File: config.mk
export PLATFORM = sky130hd
export DESIGN_NAME = sign_narrow_flat
export DESIGN_NICKNAME = d
export VERILOG_FILES = /design/src/rtl/sign_narrow_pkg.sv /design/src/rtl/sign_narrow_if.sv /design/src/rtl/sign_narrow_fits_signed.sv /design/src/rtl/sign_narrow.sv /design/src/flat_wrapper.sv
export SDC_FILE = /design/constraint.sdc
export NUM_CORES = 1
export LEC_CHECK = 0
export ABC_AREA = 1
export BUFFER_PORTS_ARGS = -buffer_cell sky130_fd_sc_hd__buf_2
export CAP_MARGIN = 10
export CORE_ASPECT_RATIO = 1.1
export CORE_UTILIZATION = 48
export CTS_BUF_LIST = sky130_fd_sc_hd__clkbuf_8 sky130_fd_sc_hd__clkbuf_16
export CTS_CLUSTER_SIZE = 20
export DETAILED_ROUTE_END_ITERATION = 10
export MAX_ROUTING_LAYER = met4
export PLACE_DENSITY = 0.81
export RECOVER_POWER = 25
export SLEW_MARGIN = 5
export SYNTH_ARGS = -nofsm -noshare
export SYNTH_HDL_FRONTEND = slang
export SYNTH_SLANG_ARGS = --single-unit
File: constraint.sdc
create_clock -name clk -period 2.1 [get_ports clk]
set_input_delay 0.42 -clock clk [delete_from_list [all_inputs] [get_ports clk]]
set_output_delay 0.42 -clock clk [all_outputs]
set_load 0.03 [all_outputs]
File: src/rtl/sign_narrow_pkg.sv
// rtl/sign_narrow_pkg.sv - shared widths, saturation constants and state type for sign_narrow
package sign_narrow_pkg;

    localparam int IN_W_DEF  = 32;
    localparam int OUT_W_DEF = 6;
    localparam int CNT_W_DEF = 16;

    // Most-positive signed pattern of width w (0111...1), right-aligned in 64 bits
    function automatic logic [63:0] sat_pos(input int w);
        return (64'd1 << (w - 1)) - 64'd1;
    endfunction

    // Most-negative signed pattern of width w (1000...0), right-aligned in 64 bits
    function automatic logic [63:0] sat_neg(input int w);
        return 64'd1 << (w - 1);
    endfunction

    localparam logic [OUT_W_DEF-1:0] SAT_POS = OUT_W_DEF'(sat_pos(OUT_W_DEF));
    localparam logic [OUT_W_DEF-1:0] SAT_NEG = OUT_W_DEF'(sat_neg(OUT_W_DEF));

    typedef enum logic {
        ST_EMPTY = 1'b0,
        ST_FULL  = 1'b1
    } state_t;

endpackage

File: src/rtl/sign_narrow_if.sv
// rtl/sign_narrow_if.sv - input/output stream and counter signals of sign_narrow
interface sign_narrow_if
    import sign_narrow_pkg::*;
#(
    parameter int IN_W  = IN_W_DEF,
    parameter int OUT_W = OUT_W_DEF,
    parameter int CNT_W = CNT_W_DEF
) ();

    logic             in_valid;
    logic             in_ready;
    logic [IN_W-1:0]  in_data;
    logic             sat_en;
    logic             out_valid;
    logic             out_ready;
    logic [OUT_W-1:0] out_data;
    logic             out_ovf;
    logic             clr_count;
    logic [CNT_W-1:0] ovf_count;

    modport master (
        output in_valid, in_data, sat_en, out_ready, clr_count,
        input  in_ready, out_valid, out_data, out_ovf, ovf_count
    );

    modport slave (
        input  in_valid, in_data, sat_en, out_ready, clr_count,
        output in_ready, out_valid, out_data, out_ovf, ovf_count
    );

endinterface

File: src/rtl/sign_narrow_fits_signed.sv
// rtl/sign_narrow_fits_signed.sv - checks whether a signed word fits in OUT_W signed bits
module fits_signed
    import sign_narrow_pkg::*;
#(
    parameter int IN_W  = IN_W_DEF,
    parameter int OUT_W = OUT_W_DEF
) (
    input  logic [IN_W-1:0] data,
    output logic            fits,
    output logic            sign
);

    // The word fits exactly when sign-extending its low OUT_W bits rebuilds it,
    // i.e. bits [IN_W-1:OUT_W-1] are all copies of one value.
    assign fits = (data == {{(IN_W-OUT_W){data[OUT_W-1]}}, data[OUT_W-1:0]});
    assign sign = data[IN_W-1];

endmodule

File: src/rtl/sign_narrow.sv
// rtl/sign_narrow.sv - narrows signed words to OUT_W bits with saturate/wrap and overflow count
module sign_narrow
    import sign_narrow_pkg::*;
#(
    parameter int IN_W  = IN_W_DEF,
    parameter int OUT_W = OUT_W_DEF,
    parameter int CNT_W = CNT_W_DEF
) (
    input  logic          clk,
    input  logic          rst,
    sign_narrow_if.slave  bus
);

    localparam logic [OUT_W-1:0] SAT_POS_W = OUT_W'(sat_pos(OUT_W));
    localparam logic [OUT_W-1:0] SAT_NEG_W = OUT_W'(sat_neg(OUT_W));
    localparam logic [CNT_W-1:0] CNT_MAX   = '1;

    logic [IN_W-1:0]  in_data;
    logic             fits;
    logic             sign;
    logic             in_ready;
    logic             in_xfer;
    state_t           state;
    state_t           state_next;
    logic [OUT_W-1:0] narrowed;
    logic [OUT_W-1:0] out_data_q;
    logic             out_ovf_q;
    logic [CNT_W-1:0] ovf_count_q;

    assign in_data = bus.in_data;

    fits_signed #(
        .IN_W  (IN_W),
        .OUT_W (OUT_W)
    ) u_fits (
        .data (in_data),
        .fits (fits),
        .sign (sign)
    );

    // The single output register can take a new word when empty or being drained this cycle
    assign in_ready = (state == ST_EMPTY) || bus.out_ready;
    assign in_xfer  = bus.in_valid && in_ready;

    // Narrowed value: keep the low bits unless an overflow must be clamped
    always_comb begin
        narrowed = in_data[OUT_W-1:0];
        if (!fits && bus.sat_en) begin
            narrowed = sign ? SAT_NEG_W : SAT_POS_W;
        end
    end

    // Output register occupancy state
    always_ff @(posedge clk) begin
        if (rst) begin
            state <= ST_EMPTY;
        end else begin
            state <= state_next;
        end
    end

    // Occupancy transitions: fill on accept, empty on drain without refill
    always_comb begin
        state_next = state;
        unique case (state)
            ST_EMPTY: if (in_xfer) state_next = ST_FULL;
            ST_FULL:  if (!in_xfer && bus.out_ready) state_next = ST_EMPTY;
            default:  state_next = ST_EMPTY;
        endcase
    end

    // Interface outputs driven from occupancy state and held registers
    always_comb begin
        bus.out_valid = (state == ST_FULL);
        bus.in_ready  = in_ready;
        bus.out_data  = out_data_q;
        bus.out_ovf   = out_ovf_q;
        bus.ovf_count = ovf_count_q;
    end

    // Capture the narrowed word and its overflow flag on every accepted input
    always_ff @(posedge clk) begin
        if (rst) begin
            out_data_q <= '0;
            out_ovf_q  <= 1'b0;
        end else if (in_xfer) begin
            out_data_q <= narrowed;
            out_ovf_q  <= !fits;
        end
    end

    // Saturating overflow counter; clear has priority over a same-cycle increment
    always_ff @(posedge clk) begin
        if (rst) begin
            ovf_count_q <= '0;
        end else if (bus.clr_count) begin
            ovf_count_q <= '0;
        end else if (in_xfer && !fits && (ovf_count_q != CNT_MAX)) begin
            ovf_count_q <= ovf_count_q + 1'b1;
        end
    end

endmodule

File: src/flat_wrapper.sv
// flat-port wrapper written by rule: the top's interface ports become plain ports
module sign_narrow_flat import sign_narrow_pkg::*;
#(
    parameter int IN_W  = IN_W_DEF,
    parameter int OUT_W = OUT_W_DEF,
    parameter int CNT_W = CNT_W_DEF
)
  (clk, rst, bus_in_valid, bus_in_data, bus_sat_en, bus_out_ready, bus_clr_count, bus_in_ready, bus_out_valid, bus_out_data, bus_out_ovf, bus_ovf_count);
  sign_narrow_if #(.IN_W(IN_W), .OUT_W(OUT_W), .CNT_W(CNT_W)) bus_i ();
  input  logic clk;
  input  logic rst;
  input wire logic [$bits(bus_i.in_valid)-1:0] bus_in_valid;
  input wire logic [$bits(bus_i.in_data)-1:0] bus_in_data;
  input wire logic [$bits(bus_i.sat_en)-1:0] bus_sat_en;
  input wire logic [$bits(bus_i.out_ready)-1:0] bus_out_ready;
  input wire logic [$bits(bus_i.clr_count)-1:0] bus_clr_count;
  output wire logic [$bits(bus_i.in_ready)-1:0] bus_in_ready;
  output wire logic [$bits(bus_i.out_valid)-1:0] bus_out_valid;
  output wire logic [$bits(bus_i.out_data)-1:0] bus_out_data;
  output wire logic [$bits(bus_i.out_ovf)-1:0] bus_out_ovf;
  output wire logic [$bits(bus_i.ovf_count)-1:0] bus_ovf_count;
  assign bus_i.in_valid = bus_in_valid;
  assign bus_i.in_data = bus_in_data;
  assign bus_i.sat_en = bus_sat_en;
  assign bus_i.out_ready = bus_out_ready;
  assign bus_i.clr_count = bus_clr_count;
  assign bus_in_ready = bus_i.in_ready;
  assign bus_out_valid = bus_i.out_valid;
  assign bus_out_data = bus_i.out_data;
  assign bus_out_ovf = bus_i.out_ovf;
  assign bus_ovf_count = bus_i.ovf_count;
  sign_narrow #(.IN_W(IN_W), .OUT_W(OUT_W), .CNT_W(CNT_W)) u_core (.clk(clk), .rst(rst), .bus(bus_i));
endmodule
* After elaboration in Yosys (flattened, before gate mapping)
Index checks and enable logic that the tools add are counted.
** Storage, ports and cells
- Output and inout port bits :: 25
- Flip-flop bits (word level) :: 24
- Input bits :: 38
- Word-level logic and storage cells :: 22
** Operators by class
- Reductions and logical operators :: 9
- Equality and inequality tests :: 2
- Bitwise operators :: 1
- Add/sub/neg operators :: 1
- Muxes and demuxes :: 5
** Operator list (number)
- $eq 26x26->1 :: 1
- $add 16x1->16 const B :: 1
- $ne 16x16->1 const B :: 1
- $mux 6 :: 2
- $logic_and 1x1->1 :: 5
- $logic_not 1->1 :: 2
- $mux 1 :: 2
- $pmux 1 s2 :: 1
- $reduce_or 2->1 :: 1
- $logic_or 1x1->1 :: 1
- $not 1->1 :: 1

* Logic depth before layout (Yosys ltp)
Gate-level depths: netlist (run 1).
- Word-level depth :: 7
- Mapped depth :: 12
- Gate-level depth less buffers :: 11

* Cells and area by module
A second synthesis (run 1) with hierarchy kept.
** Unflattened totals
- Cells, all modules :: 260
- Area total of the unflattened synthesis :: 1611.5 µm²
** By module, submodules not included
- sign_narrow :: area an instance 1370.1 µm², sequential area each 480.5 µm², cells an instance 207, instances 1
- fits_signed :: area an instance 241.5 µm², sequential area each 0.0 µm², cells an instance 53, instances 1

* Least setup slack after synthesis (run 1)
Ideal clock, no wire load.
- Path kind :: reg2reg
- From :: reg u_core.ovf_count_q[0], in the netlist u_core.bus.ovf_count[0]
- To :: reg u_core.ovf_count_q[10], in the netlist u_core.bus.ovf_count[10]
- Stages on the path, launching flop included :: 10
- Data required time :: 1957 ps
- Path buffers :: 1
- Arrival time :: 1813 ps
- Clock period less this slack :: 1956 ps
- Setup time :: 143 ps
- Path slack :: 144 ps
- Cell sequence :: dfxtp_1 > ha_1 > nand3_2 > nor3_4 > nand2_2 > nor2_4 > nand3_4 > buf_2 > nand3_1 > a21oi_2
** On the way
- Cells in the longest elaborated chain, start to end :: 2
- Elaborated cells on any way between the ends :: 3
- Classes of those cells :: 1 x add/sub; 1 x eq/ne; 1 x reduce/logical
** Ends and longest elaborated chain
- start, declared :: RTL line sign_narrow.sv:28 : logic [CNT_W-1:0] ovf_count_q;
- start signal, assigned :: RTL line sign_narrow.sv:99 : ovf_count_q <= ovf_count_q + 1'b1;
- branches (longest 2 deep; another with $add 16x1->16)
Several ways; the timed one is not identified.
A chain may end at the register's enable or synchronous reset.

* Final worst setup path (run 1)
- From :: reg u_core.ovf_count_q[1], in the netlist u_core.bus.ovf_count[1]
- To :: reg u_core.ovf_count_q[3], in the netlist u_core.bus.ovf_count[3]
The elaborated chain is that of the path after synthesis.

==> results by group, run 1 <==
Power
  • Sequential share of power: 50.2%
  • Switch share: 27.1%
  • Cell Pwr Density: 493 nW/um2
  • Peak VDD IR: 0.600 mV
  • Combinational power share: 16.0%
  • Leakage: 0.807 nW
  • Int Pwr: 0.688 mW
  • Clock power frac: 33.8%
  • Switch Pwr: 0.256 mW

Setup path
  • Critical path class: register to register
  • Worst setup EP type: register
  • Crit-path max FO: 17
  • Crit. Startpoint: u_core.bus.ovf_count[1]
  • Data required, critical path: 2.30 ns
  • R2R Path Start: u_core.bus.ovf_count[1]
  • Crit path launch type: register
  • Worst EP arrival: 2.10 ns

Timing
  • Finish-stage setup viols: 0
  • Max frequency: 0.526 GHz
  • Max-slew violation count: 0
  • Final Hold Fails: 0
  • Period utilization: 90.5%
  • Least-Margin Pin Slew: 0.675 ns
  • Slew margin rel.: 55.0%
  • Final Skew: 0.00154 ns
  • Post-route minimum period: 1.90 ns
  • WHS: 0.356 ns

Yosys
  • Mapped Cells: 228
  • Syn Area/Cell: 6.68 um2
  • Cell Area, Synth: 1520 um2
  • #FFs+latches synth: 24
  • Sequential share of the synthesized area: 31.6%
  • YS warnings: 0
  • Top cell type's share of synthesized area: 31.6%
  • Post-synth cell types: 27
  • Syn nets: 267
  • Ranking of synthesized cells by area: dfxtp_1 (32%), nand2_1 (16%), nand3_1 (8.9%), nor2_1 (6.7%), a21oi_2 (5.8%)
  • Yosys top cell by area: dfxtp_1

Place
  • Placed insts: 322
  • GP Congestion: 0.960
  • DP Area: 1870 um2
  • Count of input and output buffers: 62
  • Post-detail-place hpwl: 2810 um

Detailed routing
  • Routed Antenna Nets: 0
  • Via density: 5.01
  • Post-Route WL: 3610 um
  • Drt initial violations: 57
  • Pre-Repair DR Iteration Count: 4
  • Wire length per cell: 11.1 um
  • Vias: 1632
  • Post-route DRC: 0

CTS
  • Clk_lat worst skew: 0.27 ns
  • CTS tree: done
  • H-tree depth: 1
  • Clock Sinks: 24
  • CTS Hold Buffers Added: 0
  • Clk root buf: clkbuf_8
  • Clock tree buffer depth: 2
  • TritonCTS buffer count: 3
  • Clk slew on worst S/H paths: 0.08 ns

Global route
  • Grt ovf: 0
  • Antenna violations before repair: 0
  • Number of global-route vias before repair: 1518
  • Largest net degree at the start of global routing: 18
  • Global-route wire length before repair: 6220 um
  • Gr usage total: 24.0%

Finish
  • Diodes inserted: 0
  • Final std cells w/o fill: 326
  • Final instance area: 1920 um2
  • Final #Nets: 332
  • Share of cells above drive strength 1: 26.4%
  • Area Overhead vs Synth: 25.9%

Floorplanning
  • Die footprint: 3400 um2
  • # IOs: 63
  • Chip Width: 55.7 um
  • Core Box Area: 3020 um2
  • Die Y: 61.1 um
  • Rows: 21
  • Initial core utilization: 50.4%

Hold path
  • Hold Crit Start: rst
  • Hold WC Path Type: primary input to register

Run
  • Maxcap violations: 0

Outcome
  • Outcome: finished, final reports clean
through the flow:
step           util (%)  total power [mW]  setup slack (ns)   TNS, ns
2_1_floorplan         -             0.573             0.144         0
3_3_place_gp       61.7             0.636             0.248         0
3_5_place_dp       61.7             0.638             0.198         0
4_1_cts            63.6             0.953             0.177         0
5_1_grt            63.4             0.987          -0.00494  -0.00494
6_report           63.4             0.944             0.199         0
routing by layer:
| layer | routed length, um | GRT usage [%] |
|---|---|---|
| met5 | 0 | - |
| met2 | 1780 | 44.2 |
| met4 | 78 | 8.93 |
| met3 | 152 | 5.04 |
| met1 | 1600 | 25.8 |
what timing repair did:
| action | in CTS | in global routing |
|---|---|---|
| gates resized for setup | 0 | 1 |
| setup endpoints to repair | 0 | 4 |
| buffers inserted | 0 | 0 |
| endpoints found under the hold margin | 0 | 0 |
worst paths after layout:
check	slack [ns]	endpoint	cells past startpoint
worst max-delay path	0.20	u_core.bus.ovf_count[3]	9
worst min-delay path	0.36	u_core.bus.out_data[5]	2
worst max register to register	0.20	u_core.bus.ovf_count[3]	9
worst min register to register	0.47	u_core.bus.out_data[5]	2
critical path: stages, from the launching register on:
cell and delay (ns):
dfxtp_1 0.39, ha_1 0.26, nand3_2 0.15, nor3_4 0.20, nand2_2 0.09, nor2_4 0.10, nand3_4 0.22, nand2_8 0.21
nand2_1 0.08, a21oi_2 0.12
cell families after synthesis:
| group | after synthesis | synth area share, % |
|---|---|---|
| AND/OR/NAND/NOR | 136 | 41.0 |
| AO/OA/AOI/OAI | 29 | 12.0 |
| XOR/XNOR | 14 | 8.05 |
| flip-flops | 24 | 31.6 |
| buffers and inverters | 24 | 6.57 |
| adder cells (fa/ha/maj) | 1 | 0.822 |
cell type report:
class	instances	area [um2]
fillers	303	1100
well taps	34	42.5
clock buffers	4	55.1
repair buffers	64	313
inverters	20	75.1
flip-flops and latches	24	480
multi-input cells	180	951
cells in the mapped netlist:
library cell,instances
nand2_1,64
nand3_1,27
nor2_1,27
dfxtp_1,24
inv_1,17
a21oi_1,14
a21oi_2,10
xor2_1,9
nor3_1,5
o21ai_0,5
xnor2_1,5
buf_2,2
inv_2,2
nand3b_1,2
nand4_1,2
or2_1,2
buf_6,1
clkbuf_1,1
clkinv_1,1
ha_1,1
nand2_2,1
nand2_4,1
nand3_2,1
nand3_4,1
nor2_4,1
nor3_2,1
nor3_4,1
state kept, by name, summed over array words and instances (netlist names):
signal and cells:
u_core.bus.ovf_count 16, u_core.bus.out_data 6, u_core.bus.out_ovf 1, u_core.bus.out_valid 1
power by group through the flow:
| stage | registers, mW | clock network (mW) | logic [mW] |
|---|---|---|---|
| after floorplan | 0.511 | 0 | 0.0622 |
| after global placement | 0.484 | 0 | 0.152 |
| after detailed placement | 0.484 | 0 | 0.153 |
| after CTS | 0.474 | 0.325 | 0.154 |
| after global routing | 0.476 | 0.341 | 0.170 |
| final | 0.474 | 0.319 | 0.151 |
layout by cell type (no fill, tap or decap), drive strengths merged:
master,n
o21ai,5
nor3,7
clkbuf,14
dfxtp,24
nand3,29
xnor2,5
ha,1
nand2,66
inv,19
nand3b,2
nor2,28
nand4,2
buf,54
or2,2
xor2,9
clkinv,1
a21oi,24
(Power assumes the default switching activity.)
==> inputs of run 2 (changes only) <==
--- a/config.mk
+++ b/config.mk
@@ -5,16 +5,17 @@
 export SDC_FILE = /design/constraint.sdc
 export NUM_CORES = 1
 export LEC_CHECK = 0
-export ABC_AREA = 1
 export BUFFER_PORTS_ARGS = -buffer_cell sky130_fd_sc_hd__buf_2
 export CAP_MARGIN = 10
 export CORE_ASPECT_RATIO = 1.1
-export CORE_UTILIZATION = 48
+export CORE_MARGIN = 5
+export CORE_UTILIZATION = 46
 export CTS_BUF_LIST = sky130_fd_sc_hd__clkbuf_8 sky130_fd_sc_hd__clkbuf_16
+export CTS_CLUSTER_DIAMETER = 60
 export CTS_CLUSTER_SIZE = 20
 export DETAILED_ROUTE_END_ITERATION = 10
 export MAX_ROUTING_LAYER = met4
-export PLACE_DENSITY = 0.81
+export PLACE_DENSITY = 0.8
 export RECOVER_POWER = 25
 export SLEW_MARGIN = 5
 export SYNTH_ARGS = -nofsm -noshare
==> results by group, run 2 <==
Outcome
  • Outcome: finished, final reports clean

Detailed routing
  • Pre-Repair DR Iteration Count: 4 (unchanged)
  • Post-route DRC: 0 (unchanged)
  • Wire length per cell: 13.6 um (+22%)
  • Vias: 1576 (-3.4%)
  • Routed Antenna Nets: 0 (unchanged)
  • Post-Route WL: 3690 um (+2.2%)
  • Via density: 5.79 (+16%)
  • Drt initial violations: 111 (+95%)

Power
  • Switch Pwr: 0.238 mW (-7.2%)
  • Clock power frac: 32.8% (-1.0 points)
  • Combinational power share: 16.1% (about the same)
  • Total power draw: 0.932 mW (-1.3%)
  • Leakage: 0.715 nW (-11%)
  • Cell Pwr Density: 515 nW/um2 (+4.5%)
  • Int Pwr: 0.694 mW (+0.85%)
  • Sequential share of power: 51.1% (+0.9 points)
  • Switch share: 25.5% (-1.6 points)
  • Peak VDD IR: 0.303 mV (-49%)

Yosys
  • Mapped Cells: 166 (-27%)
  • Ys flop type: dfxtp_1
  • Syn Area/Cell: 8.13 um2 (+22%)
  • Most common cell in the synthesized netlist: dfxtp_1
  • Post-synth ARST share: 0% (unchanged)
  • YS warnings: 0 (unchanged)
  • Syn nets: 205 (-23%)
  • #FFs+latches synth: 24 (unchanged)
  • Ranking of synthesized cells by area: dfxtp_1 (36%), a21oi_1 (6.7%), o31ai_1 (6.1%), mux2i_1 (5.2%), or3_1 (5.1%)
  • Yosys top cell by area: dfxtp_1
  • Synth top cells by count: dfxtp_1 (24), a21oi_1 (18), nand2_1 (12)
  • Post-synth cell types: 31 (+15%)
  • Cell Area, Synth: 1350 um2 (-11%)
  • Top cell type's share of synthesized area: 35.6% (+4.1 points)
  • EDFF count, synth: 0 (unchanged)
  • Sequential share of the synthesized area: 35.6% (+4.1 points)

Place
  • DP Area: 1760 um2 (-5.6%)
  • Count of input and output buffers: 62 (unchanged)
  • GP Congestion: 0.875 (-8.8%)
  • DP Worst Slack: -0.0385 ns (-0.236 ns)
  • Post-detail-place hpwl: 2960 um (+5.3%)

Finish
  • Max reg flops: 16 (unchanged)
  • Final #Nets: 279 (-16%)
  • Final instance area: 1810 um2 (-5.6%)
  • Most frequent cells in the layout: buf_2 (51), dfxtp_1 (24), a21oi_1 (18), buf_4 (13), nand2_1 (12)
  • Fillers: 259 (-15%)
  • Area Overhead vs Synth: 34.1%
  • Multi-input logic area: 805 um2 (-15%)
  • Share of cells above drive strength 1: 33.9% (+7.5 points)
  • Register area: 480 um2 (unchanged)
  • Diodes inserted: 0 (unchanged)
  • Most common cell after layout, fill and taps aside: buf_2

Floorplanning
  • Chip Width: 61.6 um (+11%)
  • Rows: 20 (-4.8%)
  • # IOs: 63 (unchanged)
  • Initial core utilization: 48.1% (-2.3 points)
  • Core Box Area: 2800 um2 (-7.2%)
  • Die footprint: 4120 um2 (+21%)
  • Die Y: 66.8 um (+9.4%)

Timing
  • Final Hold Fails: 0 (unchanged)
  • Post-route minimum period: 2.00 ns (+0.100 ns)
  • Period utilization: 95.3% (+4.8 points)
  • Max frequency: 0.500 GHz (-5.0%)
  • RSZ-0062 raised after global routing: no
  • Slew margin rel.: 57.8% (+2.9 points)
  • Final Skew: 0.00226 ns (+0.000723 ns)
  • Finish-stage setup viols: 0 (unchanged)
  • PnR worst setup slack: 0.0988 ns (-0.100 ns)
  • Max-slew violation count: 0 (unchanged)
  • Least-Margin Pin Slew: 0.627 ns (-0.0479 ns)

CTS
  • CTS Hold Buffers Added: 0 (unchanged)
  • Clock Sinks: 24 (unchanged)
  • Clock tree buffer depth: 2 (unchanged)
  • H-tree depth: 1 (unchanged)
  • CTS tree: done
  • TritonCTS buffer count: 3 (unchanged)
  • Clk_lat worst skew: 0.26 ns (about the same)
  • Setup Fix Bufs, Post-CTS: 0 (unchanged)
  • Clk slew on worst S/H paths: 0.08 ns (about the same)
  • Clk root buf: clkbuf_8

Setup path
  • Worst setup EP type: register
  • Data required, critical path: 2.26 ns (-0.04 ns)
  • Critical path class: register to register
  • Worst EP arrival: 2.16 ns (+0.06 ns)
  • Crit path launch type: register
  • Crit-path max FO: 4 (-13)

Global route
  • Gr usage total: 19.3% (-4.7 points)
  • Antenna violations before repair: 0 (unchanged)
  • Largest net degree at the start of global routing: 26 (+8)
  • Global-route wire length before repair: 6100 um (-2.0%)
  • Grt ovf: 0 (unchanged)
  • Number of global-route vias before repair: 1487 (-2.0%)

Hold path
  • Hold WC Path Type: primary input to register

Run
  • Maxcap violations: 0 (unchanged)
==> run 2: cell count changes in the layout (fill, tap and decap cells not counted), sizes merged, moves of 8 or more <==
cell   change
nand3     -18
inv       -12
buf       +10
nor2      -21
o31ai     +11
nor4       +8
xor2       -9
nand2     -54
or3       +11
==> run 2: power groups by stage <==
stage                     registers (mW)  clock network, mW  logic (mW)
after detailed placement           0.487                  0       0.154
after CTS                          0.476              0.315       0.154
final                              0.476              0.306       0.150
after global placement             0.486                  0       0.151
after global routing               0.478              0.338       0.165
after floorplan                    0.514                  0      0.0542
==> run 2: metrics by stage <==
stage	util, %	cells	TNS [ns]	hold WS, ns
floorplan	-	166	-0.0435	0.485
global placement	62.9	268	0	0.495
detailed placement	62.9	268	-0.0798	0.501
CTS	64.8	272	0	0.394
global route	64.6	272	0	0.411
finish	64.6	272	0	0.396
==> run 2: per-layer routing <==
layer  global-route usage, %  part of all wire, %  vias up
met5                       -                    0        -
met1                    23.7                   43      712
met2                    33.0                   49       65
met3                    1.74                  6.9        6
met4                    5.57                  1.4        0
li1                        -                    -      793
==> run 2: critical path: stages, from the launching register on <==
cell     delay, ns
dfxtp_1       0.38
nand4_1       0.19
buf_4         0.19
or2_2         0.33
or4_2         0.67
mux2i_1       0.14
==> run 2: cell type report <==
cell class	count	area share [%]
sequential	24	26.6
timing repair buffer	76	22.2
clock buffer	4	3.04
multi-input combinational	128	44.5
tap	33	2.28
inverter	7	1.45
==> run 2: kinds of logic after synthesis <==
kind of cell	Yosys count	synth area share, %
mux	7	5.20
buf+inv	14	5.57
compound gates	46	21.9
simple gates	74	30.8
flops	24	35.6
fa+ha+maj	1	0.927
==> run 2: worst paths after layout <==
| check | from | end | slack (ns) | cells past startpoint |
|---|---|---|---|---|
| max | u_core.bus.ovf_count[6] | u_core.bus.ovf_count[12] | 0.1 | 5 |
| min | rst | u_core.bus.out_data[5] | 0.40 | 2 |
| max reg2reg | u_core.bus.ovf_count[6] | u_core.bus.ovf_count[12] | 0.1 | 5 |
| min reg2reg | u_core.bus.out_ovf | u_core.bus.out_ovf | 0.51 | 2 |
==> run 2: timing repair <==
item | 4_1_cts | 5_1_grt
endpoints found under the hold margin | 0 | 0
setup endpoints to repair | 0 | 2
gates resized for setup | 0 | 1
